[src/rtl/neo_slot_ctrl_pkg.sv]
// neo_slot_ctrl_pkg: shared FSM states, port wait-code values and counter sizing for the slot controller
package neo_slot_ctrl_pkg;
    typedef enum logic [2:0] {S_IDLE, S_WAIT, S_EXT, S_ACK, S_BERR} state_t;
    localparam logic [1:0] PW_0   = 2'b11;
    localparam logic [1:0] PW_1   = 2'b10;
    localparam logic [1:0] PW_2   = 2'b01;
    localparam logic [1:0] PW_EXT = 2'b00;
    function automatic int cnt_width(input int timeout, input int base_lat);
        return $clog2((timeout > base_lat + 3 ? timeout : base_lat + 3) + 1);
    endfunction
endpackage

[src/rtl/neo_slot_ctrl_wait_counter.sv]
// neo_slot_ctrl_wait_counter: loadable up/down counter with zero and terminal-count flags
//   clk, rst_n     clock, async active-low reset
//   load/load_val  load a new count (wins over dec/inc)
//   dec, inc       count down / up by one
//   zero, term     count == 0 / count == TERM
module neo_slot_ctrl_wait_counter
    import neo_slot_ctrl_pkg::*;
#(
    parameter int CW   = 7,
    parameter int TERM = 64
) (
    input  logic          clk,
    input  logic          rst_n,
    input  logic          load,
    input  logic [CW-1:0] load_val,
    input  logic          dec,
    input  logic          inc,
    output logic          zero,
    output logic          term
);
    logic [CW-1:0] cnt;
    always_ff @(posedge clk or negedge rst_n)
        if (!rst_n) cnt <= '0;
        else cnt <= load ? load_val : dec ? cnt - CW'(1) : inc ? cnt + CW'(1) : cnt;
    assign zero = cnt == '0;
    assign term = cnt == CW'(TERM);
endmodule

[src/rtl/neo_slot_ctrl.sv]
// neo_slot_ctrl: cartridge slot select, wait-state and DTACK/BERR generator for the 68K cart bus
//   CLK_68KCLK, nRESET             clock, async active-low reset
//   nAS, ROM_ZONE, PORT_ZONE       68K strobe and cart zone decode
//   SLOT_SEL                       slot number from the slot latch
//   nROMWAIT, nPWAIT0/1, PDTACK    per-slot wait configuration and external acknowledge
//   nSLOT                          registered one-hot active-low slot select
//   nDTACK, nBERR, BUSY            registered bus handshake outputs
module neo_slot_ctrl
    import neo_slot_ctrl_pkg::*;
#(
    parameter int NUM_SLOTS = 6,
    parameter int BASE_LAT  = 1,
    parameter int TIMEOUT   = 64
) (
    input  logic                 CLK_68KCLK,
    input  logic                 nRESET,
    input  logic                 nAS,
    input  logic                 ROM_ZONE,
    input  logic                 PORT_ZONE,
    input  logic [2:0]           SLOT_SEL,
    input  logic [NUM_SLOTS-1:0] nROMWAIT,
    input  logic [NUM_SLOTS-1:0] nPWAIT0,
    input  logic [NUM_SLOTS-1:0] nPWAIT1,
    input  logic [NUM_SLOTS-1:0] PDTACK,
    output logic [NUM_SLOTS-1:0] nSLOT,
    output logic                 nDTACK,
    output logic                 nBERR,
    output logic                 BUSY
);
    localparam int CNT_W = cnt_width(TIMEOUT, BASE_LAT);
    state_t state, state_n;
    logic [2:0] slot_q, slot;
    logic [7:0] romw, pw0, pw1, pdt;
    logic [1:0] pcode;
    logic [CNT_W-1:0] ld_val;
    logic [NUM_SLOTS-1:0] nslot_n;
    logic nas_q, valid, start, ext, ld, cnt_dec, cnt_inc, zero, term, dtack_n, berr_n, busy_n;
    int w;
    // The slot tracks SLOT_SEL while idle and is frozen for the duration of a cycle.
    assign slot = state == S_IDLE ? SLOT_SEL : slot_q;
    assign valid = int'(slot) < NUM_SLOTS;
    // Widen per-slot vectors to the full 3-bit slot range so any SLOT_SEL indexes safely.
    assign romw = 8'(nROMWAIT);
    assign pw0 = 8'(nPWAIT0);
    assign pw1 = 8'(nPWAIT1);
    assign pdt = 8'(PDTACK);
    assign pcode = {pw1[slot], pw0[slot]};
    assign ext = !ROM_ZONE && pcode == PW_EXT;
    // A start needs a fresh falling strobe: the previous sample must have been high.
    assign start = !nAS && nas_q && (ROM_ZONE || PORT_ZONE);
    assign nslot_n = valid ? ~(NUM_SLOTS'(1) << slot) : '1;
    always_comb begin
        w = ROM_ZONE ? int'(!romw[slot]) : pcode == PW_0 ? 0 : pcode == PW_1 ? 1 : 2;
        ld_val = ext ? CNT_W'(1) : CNT_W'(BASE_LAT + w - 1);
    end
    neo_slot_ctrl_wait_counter #(.CW(CNT_W), .TERM(TIMEOUT)) u_cnt (
        .clk(CLK_68KCLK),
        .rst_n(nRESET),
        .load(ld),
        .load_val(ld_val),
        .dec(cnt_dec),
        .inc(cnt_inc),
        .zero(zero),
        .term(term)
    );
    always_ff @(posedge CLK_68KCLK or negedge nRESET)
        if (!nRESET) begin
            state  <= S_IDLE;
            slot_q <= '0;
            nas_q  <= 1'b0;
            nSLOT  <= ~(NUM_SLOTS'(1));
            nDTACK <= 1'b1;
            nBERR  <= 1'b1;
            BUSY   <= 1'b0;
        end else begin
            state  <= state_n;
            slot_q <= slot;
            nas_q  <= nAS;
            nSLOT  <= nslot_n;
            nDTACK <= dtack_n;
            nBERR  <= berr_n;
            BUSY   <= busy_n;
        end
    // In EXT the counter counts cycles since start; PDTACK is checked before the timeout so it wins a tie.
    always_comb begin
        state_n = state;
        ld = 1'b0;
        cnt_dec = 1'b0;
        cnt_inc = 1'b0;
        case (state)
            S_IDLE: if (start) begin
                state_n = !valid ? S_BERR : ext ? S_EXT : S_WAIT;
                ld = valid;
            end
            S_WAIT: if (nAS) state_n = S_IDLE;
                else if (zero) state_n = S_ACK;
                else cnt_dec = 1'b1;
            S_EXT: if (nAS) state_n = S_IDLE;
                else if (pdt[slot]) state_n = S_ACK;
                else if (term) state_n = S_BERR;
                else cnt_inc = 1'b1;
            S_ACK, S_BERR: if (nAS) state_n = S_IDLE;
            default: state_n = S_IDLE;
        endcase
    end
    // Outputs decode the next state so they are registered alongside it.
    always_comb begin
        dtack_n = state_n != S_ACK;
        berr_n = state_n != S_BERR;
        busy_n = state_n != S_IDLE;
    end
endmodule

[config.mk]
export PLATFORM = sky130hd
export DESIGN_NAME = neo_slot_ctrl
export DESIGN_NICKNAME = d
export VERILOG_FILES = /design/src/rtl/neo_slot_ctrl_pkg.sv /design/src/rtl/neo_slot_ctrl_wait_counter.sv /design/src/rtl/neo_slot_ctrl.sv
export SDC_FILE = /design/constraint.sdc
export NUM_CORES = 1
export LEC_CHECK = 0
export CAP_MARGIN = 5
export CORE_MARGIN = 2
export CORE_UTILIZATION = 49
export DETAILED_ROUTE_END_ITERATION = 8
export PLACE_DENSITY_LB_ADDON = 0.2
export SETUP_SLACK_MARGIN = 0.15
export SYNTH_ARGS = -nofsm -noshare
export SYNTH_HDL_FRONTEND = slang
export SYNTH_HIERARCHICAL = 1
export SYNTH_SLANG_ARGS = --single-unit
[constraint.sdc]
create_clock -name CLK_68KCLK -period 4.44 [get_ports CLK_68KCLK]
set_input_delay 0.666 -clock CLK_68KCLK [delete_from_list [all_inputs] [get_ports CLK_68KCLK]]
set_output_delay 0.666 -clock CLK_68KCLK [all_outputs]
set_load 0.01 [all_outputs]
-- After elaboration in Yosys (flattened, before gate mapping)
Index checks and enable logic that the tools add are counted.
- output and inout bits: 9
- memories kept: 0
- word-level logic and storage cells: 74
- input bits: 32
- flip-flop bits (word level): 23
- memory bits (writable): 0
- memory bits (read-only): 0
- bits in latches: 0
- shift-type cells: 1
- div/mod/pow operators: 0
- equality and inequality tests: 9
- $lt $le $gt $ge: 2
- multiply operators: 0
- bitwise operators: 1
- reductions and logical operators: 13
- muxes and demuxes: 36
- add/subtract/negate cells: 4
- operators with widths (kind ; count):
    7-bit 2-to-1 mux ; 4
    3-bit 2-to-1 mux ; 9
    1-bit 2-to-1 mux ; 13
    1-bit binary-select mux with 3-bit select ; 4
    3-bit one-hot mux with 4 select lines ; 1
    2-bit 2-to-1 mux ; 4
    7-bit by 1-bit adder with 7-bit output (second input constant) ; 1
    7-bit equality test (second input constant) ; 1
    7-bit logical NOT ; 1
    7-bit by 1-bit subtractor with 7-bit output (second input constant) ; 1
    3-bit by 2-bit equality test with 1-bit output (second input constant) ; 2
    6-bit 2-to-1 mux ; 1
    6-bit inverter ; 1
    3-bit nonzero test ; 2
    1-bit by 3-bit left shift with 6-bit output (first input constant) ; 1
    2-bit equality test (second input constant) ; 2
    3-bit by 4-bit < comparator with 1-bit output (second input constant) ; 1
    3-bit by 1-bit subtractor with 4-bit output (second input constant) ; 1
    1-bit by 2-bit adder with 3-bit output (first input constant) ; 1
    3-bit by 1-bit equality test with 1-bit output (second input constant) ; 1
    3-bit equality test (second input constant) ; 1
    1-bit logical AND ; 3
    1-bit logical NOT ; 3
    3-bit logical NOT ; 1
    other kinds (6) ; 6

-- Logic depth before layout (Yosys ltp)
Gate-level depths: netlist of run 1.
- depth after elaboration: 12
- mapped depth: 13
- mapped depth without buffers: 11

-- Hierarchy
The synthesis of run 1 kept the hierarchy.
- by module, submodules not included (module ; sequential area each (sq um) ; instances ; cells each ; area each (sq um)):
    neo_slot_ctrl ; 409.1 ; 1 ; 108 ; 1099.8
    neo_slot_ctrl_wait_counter ; 175.2 ; 1 ; 66 ; 593.1

-- Worst setup path after synthesis of run 1
No wires, ideal clock.
- path type: input -> register
- from: input port nAS
- to: register u_cnt.cnt[6]
- path slack: 1284 ps
- data required time: 4307 ps
- stages: 10
- arrival: 3023 ps
- library setup time: 133 ps
- buffers on the path: 0
- path through: nor2_1 > nand2_1 > nor3_1 > inv_1 > fa_1 > nand2b_1 > a21o_1 > a211oi_2 > xnor2_1 > o21ai_1
- elaborated cells on any way between the ends: 12
- classes of those cells: mux (8); reduce/logical (4)
- RTL lines (element ; RTL line ; RTL):
    start, declared ; neo_slot_ctrl.sv:17 ; input logic nAS,
    1-bit 2-to-1 mux * ; neo_slot_ctrl.sv:95 ; S_WAIT: if (nAS) state_n = S_IDLE;
    1-bit 2-to-1 mux * ; neo_slot_ctrl.sv:90 ; case (state)
    via cnt_dec ; neo_slot_ctrl.sv:37 ; logic nas_q, valid, start, ext, ld, cnt_dec, cnt_inc, zero, term, dtack_n, berr_n, busy_n;
    7-bit 2-to-1 mux (2 in a row) ; neo_slot_ctrl_wait_counter.sv:24 ; else cnt <= load ? load_val : dec ? cnt - CW'(1) : inc ? cnt + CW'(1) : cnt;
    end signal, assigned ; neo_slot_ctrl_wait_counter.sv:24 ;
    end, declared ; neo_slot_ctrl_wait_counter.sv:21 ; logic [CW-1:0] cnt;
Mark *: on every way through the listed nets, which the timed path passes. The rest lies on a longest branch.
A chain may end at the register's enable or synchronous reset.

-- Worst setup path after layout of run 1
- from: register state[0]
- to: register u_cnt.cnt[1]
- elaborated cells on any way between the ends: 33
- classes of those cells: add/sub (2); order compare (1); eq/ne (4); mux (21); reduce/logical (5)
- RTL lines (element ; RTL line ; RTL):
    start, declared ; neo_slot_ctrl.sv:31 ; state_t state, state_n;
    start signal, assigned ; neo_slot_ctrl.sv:76 ; state <= state_n;
    3-bit logical NOT ; neo_slot_ctrl.sv:40 ; assign slot = state == S_IDLE ? SLOT_SEL : slot_q;
    3-bit 2-to-1 mux ; neo_slot_ctrl.sv:40 ;
    1-bit binary-select mux with 3-bit select ; neo_slot_ctrl.sv:99 ; else if (pdt[slot]) state_n = S_ACK;
    1-bit 2-to-1 mux (not written as such) ; neo_slot_ctrl.sv:99 ;
    1-bit 2-to-1 mux ; neo_slot_ctrl.sv:99 ;
    1-bit 2-to-1 mux ; neo_slot_ctrl.sv:98 ; S_EXT: if (nAS) state_n = S_IDLE;
    1-bit 2-to-1 mux * ; neo_slot_ctrl.sv:90 ;
    via cnt_inc ; neo_slot_ctrl.sv:37 ;
    3-bit nonzero test (no line) * ; n/a ;
Mark *: on every way through the listed nets, which the timed path passes. The rest lies on a longest branch. The select of a mux whose other input is x is not followed.

==> results of run 1 <==
[power by group through the flow]
stage / registers (mW) / clock network [mW] / logic, mW
global placement: 0.312 / 0 / 0.369
floorplan: 0.301 / 0 / 0.286
CTS: 0.310 / 0.101 / 0.384
finish: 0.310 / 0.0963 / 0.384
detailed placement: 0.314 / 0 / 0.381
global route: 0.318 / 0.111 / 0.426
[per-layer routing]
metal / track usage / part of all wire / vias up
li1: - / - / 726
met1: 0.294 / 0.43 / 716
met2: 0.359 / 0.50 / 52
met3: 0.0414 / 0.055 / 8
met4: 0.0667 / 0.015 / 0
met5: 0 / 0 / -
[worst min-delay path, cell delays in order (launching register included)]
cell and delay, ns:
sky130_fd_sc_hd__dfrtp_1 0.40, sky130_fd_sc_hd__a21oi_1 0.08, sky130_fd_sc_hd__a21oi_1 0.13
[per-stage QoR]
step / area (sq um) / worst slack [ns] / power, mW / instances
after global placement: 2140 / 0.864 / 0.680 / 261
after detailed placement: 2140 / 0.784 / 0.696 / 261
after floorplan: 1710 / 1.28 / 0.587 / 178
after global routing: 2170 / 0.838 / 0.855 / 265
after CTS: 2170 / 1.09 / 0.795 / 265
final: 2170 / 1.05 / 0.790 / 265
[synth_stat cells (all sizes together), types with 4 or more instances]
library cell,count,share of area
mux2i,7,0.041
inv,10,0.022
a21oi,9,0.027
nor2,10,0.024
mux4,5,0.067
o21ai,11,0.035
nand3,9,0.027
nand3b,5,0.022
dfrtp,16,0.24
mux2,4,0.027
buf,4,0.024
dfstp,7,0.11
a211oi,4,0.024
ha,5,0.037
nor3,8,0.027
nand2,11,0.024
nand2b,5,0.018
[logic make-up (layout without fill, tap and decap cells)]
| logic type | Yosys count | in the layout | share of synthesized area |
|---|---|---|---|
| other | 1 | 5 | 0.00222 |
| xor gates and xnor gates | 5 | 5 | 0.0259 |
| muxes | 16 | 16 | 0.135 |
| and+or+nand+nor | 60 | 60 | 0.196 |
| AOI/OAI and AO/OA | 45 | 45 | 0.189 |
| adders and majority gates | 6 | 6 | 0.0488 |
| buffers and inverters | 18 | 59 | 0.0584 |
| DFF | 23 | 23 | 0.345 |
[state kept, by name, indices dropped and copies added (netlist names)]
register   cells
u_cnt/cnt      7
nas_q          1
nBERR          1
nSLOT          6
nDTACK         1
slot_q         3
state          3
BUSY           1
[path summary, 6_finish.rpt]
path / startpoint / endpoint
setup reg to reg: state[0] / u_cnt/cnt[1]
min in group asynchronous: nRESET / BUSY
setup / recovery: state[0] / u_cnt/cnt[1]
hold / removal: u_cnt/cnt[4] / u_cnt/cnt[4]
hold reg to reg: u_cnt/cnt[4] / u_cnt/cnt[4]
max in group asynchronous: nRESET / nSLOT[0]
[layout make-up]
cell class	instances	share of cell area
sequential	23	0.269
inverter	11	0.0213
multi-input combinational	137	0.472
timing repair buffer	44	0.198
clock buffer	4	0.0121
tap	46	0.0265
==> results.md, run 1 <==
- Sum of buffers and inverters on the critical path: 2
- Count of routing violations after the opening detailed-route iteration: 74
- Peak fanout along the critical path: 11
- Gate power share: 0.485
- Most used cells in the layout excluding fill and tap cells: sky130_fd_sc_hd__clkdlybuf4s50_1 (40), sky130_fd_sc_hd__dfrtp_1 (16), sky130_fd_sc_hd__nand2_1 (11)
- Share of layout cells above drive strength 1: 0.151
- Largest net degree at the start of global routing: 24
- Final worst hold slack: 0.640 ns
- Final HPWL DP: 3.15 mm
- Leading cell type in the layout, fill and taps excluded: sky130_fd_sc_hd__clkdlybuf4s50_1
- Number of placement rows: 21
- Unrepaired setup endpoints after global routing: false
- Hold Path Stages: 2
- Total iterations of the first detailed-routing run: 4
- Post-cts resize count: 0
- Count of distinct cell types in the synthesized netlist: 53
- CP endpoint kind: flop
- Power Dens Cells: 364 nW/um^2
- Synthesized area per cell: 9.73 sq um
- Vert. Die Dim: 62.8 um
- First-pass GRT wire length: 6.97 mm
- I/O Pins: 41
- Result of the run: completed
- Synth Warn #: 6
- Global placement routability congestion: 0.842
- LEAKAGE: 0.895 nW
- Crit-path slowest cell: sky130_fd_sc_hd__mux2i_1
- Vias after detailed routing: 1502
- Required time at the worst-slack endpoint: 4.64 ns
- Maximum level of the CTS H-tree: 1
- Post-CTS setup repair buffer count: 0
- Syn-to-layout area delta: 28.2%
- Count of fill cells added during filler insertion: 285
- ANT nets after route: 0
- Startpoint Class: flop
- CTS sink cnt: 23
- Register cell area after layout: 584 sq um
- R2R setup slack: 1.05 ns
- TritonCTS clock tree: done
- Critical Path Max Stage Delay: 0.61 ns
- Die area: 3940 sq um
- Clock transition at the registers of the reported paths: 0.13 ns
- Final period utilization: 0.763
- Ant. Diodes: 0
- Final WL: 4.06 mm
- Arr. time, crit path: 3.58 ns
- Hold Crit Class: flop to flop
- Starting density of the core: 0.507
- Per-cell via count in the routed design: 5.67
- Final setup violation count: 0
- Sequential group share of total power: 0.393
- Critical path's top delay family: compound AO/OA/AOI/OAI gates
- Most repeated library cell on the critical path: sky130_fd_sc_hd__buf_4
- Vias in the first global route: 1462
- Sum of negative setup slack: 0 ns
- Max-cap viol count: 0
- Synthesized flop and latch total: 23
- Psw: 0.298 mW
- Synthesized instance count: 174
- Depth of the worst register-to-register path: 10
- Average wire per cell in the routed design: 15.3 um
- Combined global-route utilization of all metal layers: 0.219
- Number of enable flip-flop cells after synthesis: 0
- Net count of the finished layout: 258
- Clock buffer count from CTS: 3
- Depth of the critical timing path with buffers and inverters included: 10
- Clock tree buffer depth: 2
- Proportion of register bits with asynchronous set or reset after synthesis: 1.00
- Syn Std Cell Area: 1690 sq um
- Initial antenna violation count: 0
- Part of the Yosys area used for sequential elements: 0.345
- Area of combinational cells with multiple inputs: 1020 sq um
- Core Box Area: 3340 sq um
- Share of the core filled with cells: 0.650
- Maximum achievable frequency: 295 MHz
- Number of pins exceeding their max-slew limit in the final report: 0
- Critical path cell sequence: nor3_2 -> buf_4 -> mux2i_1 -> o311ai_0 -> o31ai_2 -> nor4_1 -> buf_4 -> nor2_2 -> o21ai_0 -> mux2_2
- Internal cell power: 0.492 mW
- Number of buffers inserted for hold repair after clock tree synthesis: 0
- Grt total ovfl: 0
- Switching Fraction: 0.377
- Crit path kind: flop to flop
- Peak supply drop: 0.000211 V
- Clock insertion delay at the later pin of the skew report: 0.30 ns
- Die span in x: 62.8 um
- Min cycle time layout: 3.39 ns
- Clock root buffer: sky130_fd_sc_hd__clkbuf_4
- Worst-margin pin slew: 1.05 ns
- Clock skew after layout: 0.00794 ns
- Slew headroom: 0.300
- Post-synth top flop: sky130_fd_sc_hd__dfrtp_1
- Number of I/O port buffers: 40
- Clock Power Share: 0.122
- Final Hold Viols: 0
- Count of unresolved DRC violations after routing: 0
(Power assumes the default switching activity.)
==> inputs of run 2 (changes only) <==
- clock period: 4.44 -> 3.5 ns (I/O delays scaled with it)
==> run 2 against run 1 <==
  * Clock power grew 32%
  * Combinational power rose by 30%
  * Final cell count up 1.1%
  * Wire length decreased by 2.6%
  * First-iteration DRC count grew 11%
  * Fmax is 11% higher
  * Power is 29% higher
  * Sequential cell count is the same
  * Sequential share of layout area decreased by 0.29 points
  * Critical path type unchanged
  * Critical endpoint is now u_cnt/cnt[6]
  * Largest cell class unchanged
==> results.md, run 2 (synthesis gave the netlist of run 1 again) <==
- Registers with the highest flip-flop counts: u_cnt/cnt: 7 flops, nSLOT: 6 flops
- Reg2reg start: state[1]
- CP endpoint kind: flop
- Hold Crit Class: flop to flop
- Clock root buffer: sky130_fd_sc_hd__clkbuf_4
- Number of buffers inserted for hold repair after clock tree synthesis: 0
- Starting density of the core: 0.507
- Vias in the first global route: 1461
- CTS sink cnt: 23
- Final period utilization: 0.874
- Grt total ovfl: 0
- End of the worst hold path: u_cnt/cnt[6]
- Peak fanout along the critical path: 10
- Unrepaired setup endpoints after global routing: false
- Peak supply drop: 0.000341 V
- Min cycle time layout: 3.06 ns
- ANT nets after route: 0
- Post-route design area: 2190 sq um
- Post-cts resize count: 0
- Crit path kind: flop to flop
- Core Box Area: 3340 sq um
- Sum of buffers and inverters on the critical path: 2
- Clock buffer count from CTS: 3
- TritonCTS clock tree: done
- Average wire per cell in the routed design: 14.8 um
- First-pass GRT wire length: 6.72 mm
- Register name with the most flops: u_cnt/cnt
- Clock tree buffer depth: 2
- Count of unresolved DRC violations after routing: 0
- Critical path's top delay family: compound AO/OA/AOI/OAI gates
- Initial antenna violation count: 0
- Die area: 3940 sq um
- Combined global-route utilization of all metal layers: 0.212
- Global placement routability congestion: 0.841
- Vias after detailed routing: 1487
- Maximum achievable frequency: 327 MHz
- Die span in x: 62.8 um
- Total iterations of the first detailed-routing run: 4
- I/O Pins: 41
- Max-cap viol count: 0
- Most repeated library cell on the critical path: sky130_fd_sc_hd__buf_4
- Clock transition at the registers of the reported paths: 0.13 ns
- Power Dens Cells: 466 nW/um^2
- Critical Path Max Stage Delay: 0.53 ns
- Startpoint Class: flop
- Arr. time, crit path: 3.27 ns
- Largest net degree at the start of global routing: 24
- Clock insertion delay at the later pin of the skew report: 0.31 ns
- Depth of the worst register-to-register path: 12
- Hold Path Stages: 3
- Count of routing violations after the opening detailed-route iteration: 82
- Clock skew after layout: 0.00369 ns
- Final Hold Viols: 0
- Required time at the worst-slack endpoint: 3.71 ns
- Number of placement rows: 21
- Post-CTS setup repair buffer count: 0
- Standard cell area after detailed placement: 2170 sq um
- Maximum level of the CTS H-tree: 1
- Share of layout cells above drive strength 1: 0.167
- Per-cell via count in the routed design: 5.55
- Most used cells in the layout excluding fill and tap cells: sky130_fd_sc_hd__clkdlybuf4s50_1 (40), sky130_fd_sc_hd__dfrtp_1 (16), sky130_fd_sc_hd__nand2_1 (11)
- Number of I/O port buffers: 40
- Max FFs per register: 7
- Capture point of the worst reg-to-reg path: u_cnt/cnt[6]
- Final HPWL DP: 3.11 mm
- Final WL: 3.96 mm
- Slew headroom: 0.316
- Leading cell type in the layout, fill and taps excluded: sky130_fd_sc_hd__clkdlybuf4s50_1
- Syn-to-layout area delta: 29.6%
- Vert. Die Dim: 62.8 um
- Net count of the finished layout: 261
- Worst min-delay path startpoint: u_cnt/cnt[6]
- Result of the run: completed
- Critical path cell sequence: nor3_2 -> buf_4 -> mux2_2 -> a22oi_1 -> o31ai_2 -> nor4_1 -> buf_4 -> nand3b_1 -> a211oi_1 -> a211oi_2 -> xnor2_1 -> o21ai_1
- Number of pins exceeding their max-slew limit in the final report: 0
- Worst-margin pin slew: 1.02 ns
- Sum of negative setup slack: 0 ns
- Crit-path slowest cell: sky130_fd_sc_hd__dfrtp_1
- LEAKAGE: 0.912 nW
- Final setup violation count: 0
- R2R setup slack: 0.44 ns
- Ant. Diodes: 0
run 2: changes by cell type in the layout (fill, tap and decap cells not counted), sizes merged:
cell    before  now
clkbuf       4    3
buf          4    7
clkinv       1    2
run 2: metal layers:
metal,vias to the layer above,track usage,routed length (um)
met4,0,0.0611,20
li1,736,-,-
met3,2,0.0450,184
met1,709,0.279,1750
met2,40,0.355,2000
met5,-,0,0
run 2: report_power, final:
| part | internal [mW] | total, mW | switching [mW] |
|---|---|---|---|
| Combinational | 0.253 | 0.501 | 0.248 |
| Clock | 0.0427 | 0.127 | 0.0838 |
| Sequential | 0.336 | 0.395 | 0.0586 |
| Total | 0.632 | 1.02 | 0.390 |
run 2: worst max-delay path by stage:
stage / startpoint / end / slack [ns] / cells after the start
floorplan: nAS / u_cnt/cnt[6] / 0.49 / 10
global placement: SLOT_SEL[0] / u_cnt/cnt[1] / 0.29 / 11
detailed placement: SLOT_SEL[0] / u_cnt/cnt[3] / 0.23 / 11
CTS: state[0] / u_cnt/cnt[6] / 0.46 / 12
global route: state[0] / u_cnt/cnt[6] / 0.24 / 12
finish: state[1] / u_cnt/cnt[6] / 0.44 / 12
run 2: metrics by stage:
stage | total power [mW] | worst slack, ns | cells | utilization | hold slack [ns]
floorplan | 0.745 | 0.485 | 178 | - | 0.229
detailed placement | 0.895 | 0.235 | 264 | 0.649 | 0.618
CTS | 1.02 | 0.462 | 268 | 0.657 | 0.648
global placement | 0.878 | 0.286 | 264 | 0.649 | 0.605
finish | 1.02 | 0.441 | 268 | 0.657 | 0.646
global route | 1.10 | 0.239 | 268 | 0.657 | 0.680
run 2: tightest hold or removal path: cells and delay by family, from the launching register on:
kind            cells  cell delay (ns)
xor+xnor            1             0.14
buf+inv             1             0.06
compound gates      1             0.05
flops               1             0.37
run 2: layout make-up:
cell class,instances,area (sq um)
Inverter,11,46.3
Timing Repair Buffer,47,453
Multi-Input combinational cell,137,1020
Sequential cell,23,584
Clock buffer,3,22.5
Fill cell,277,1140
Tap cell,46,57.6
Clock inverter,1,5.00
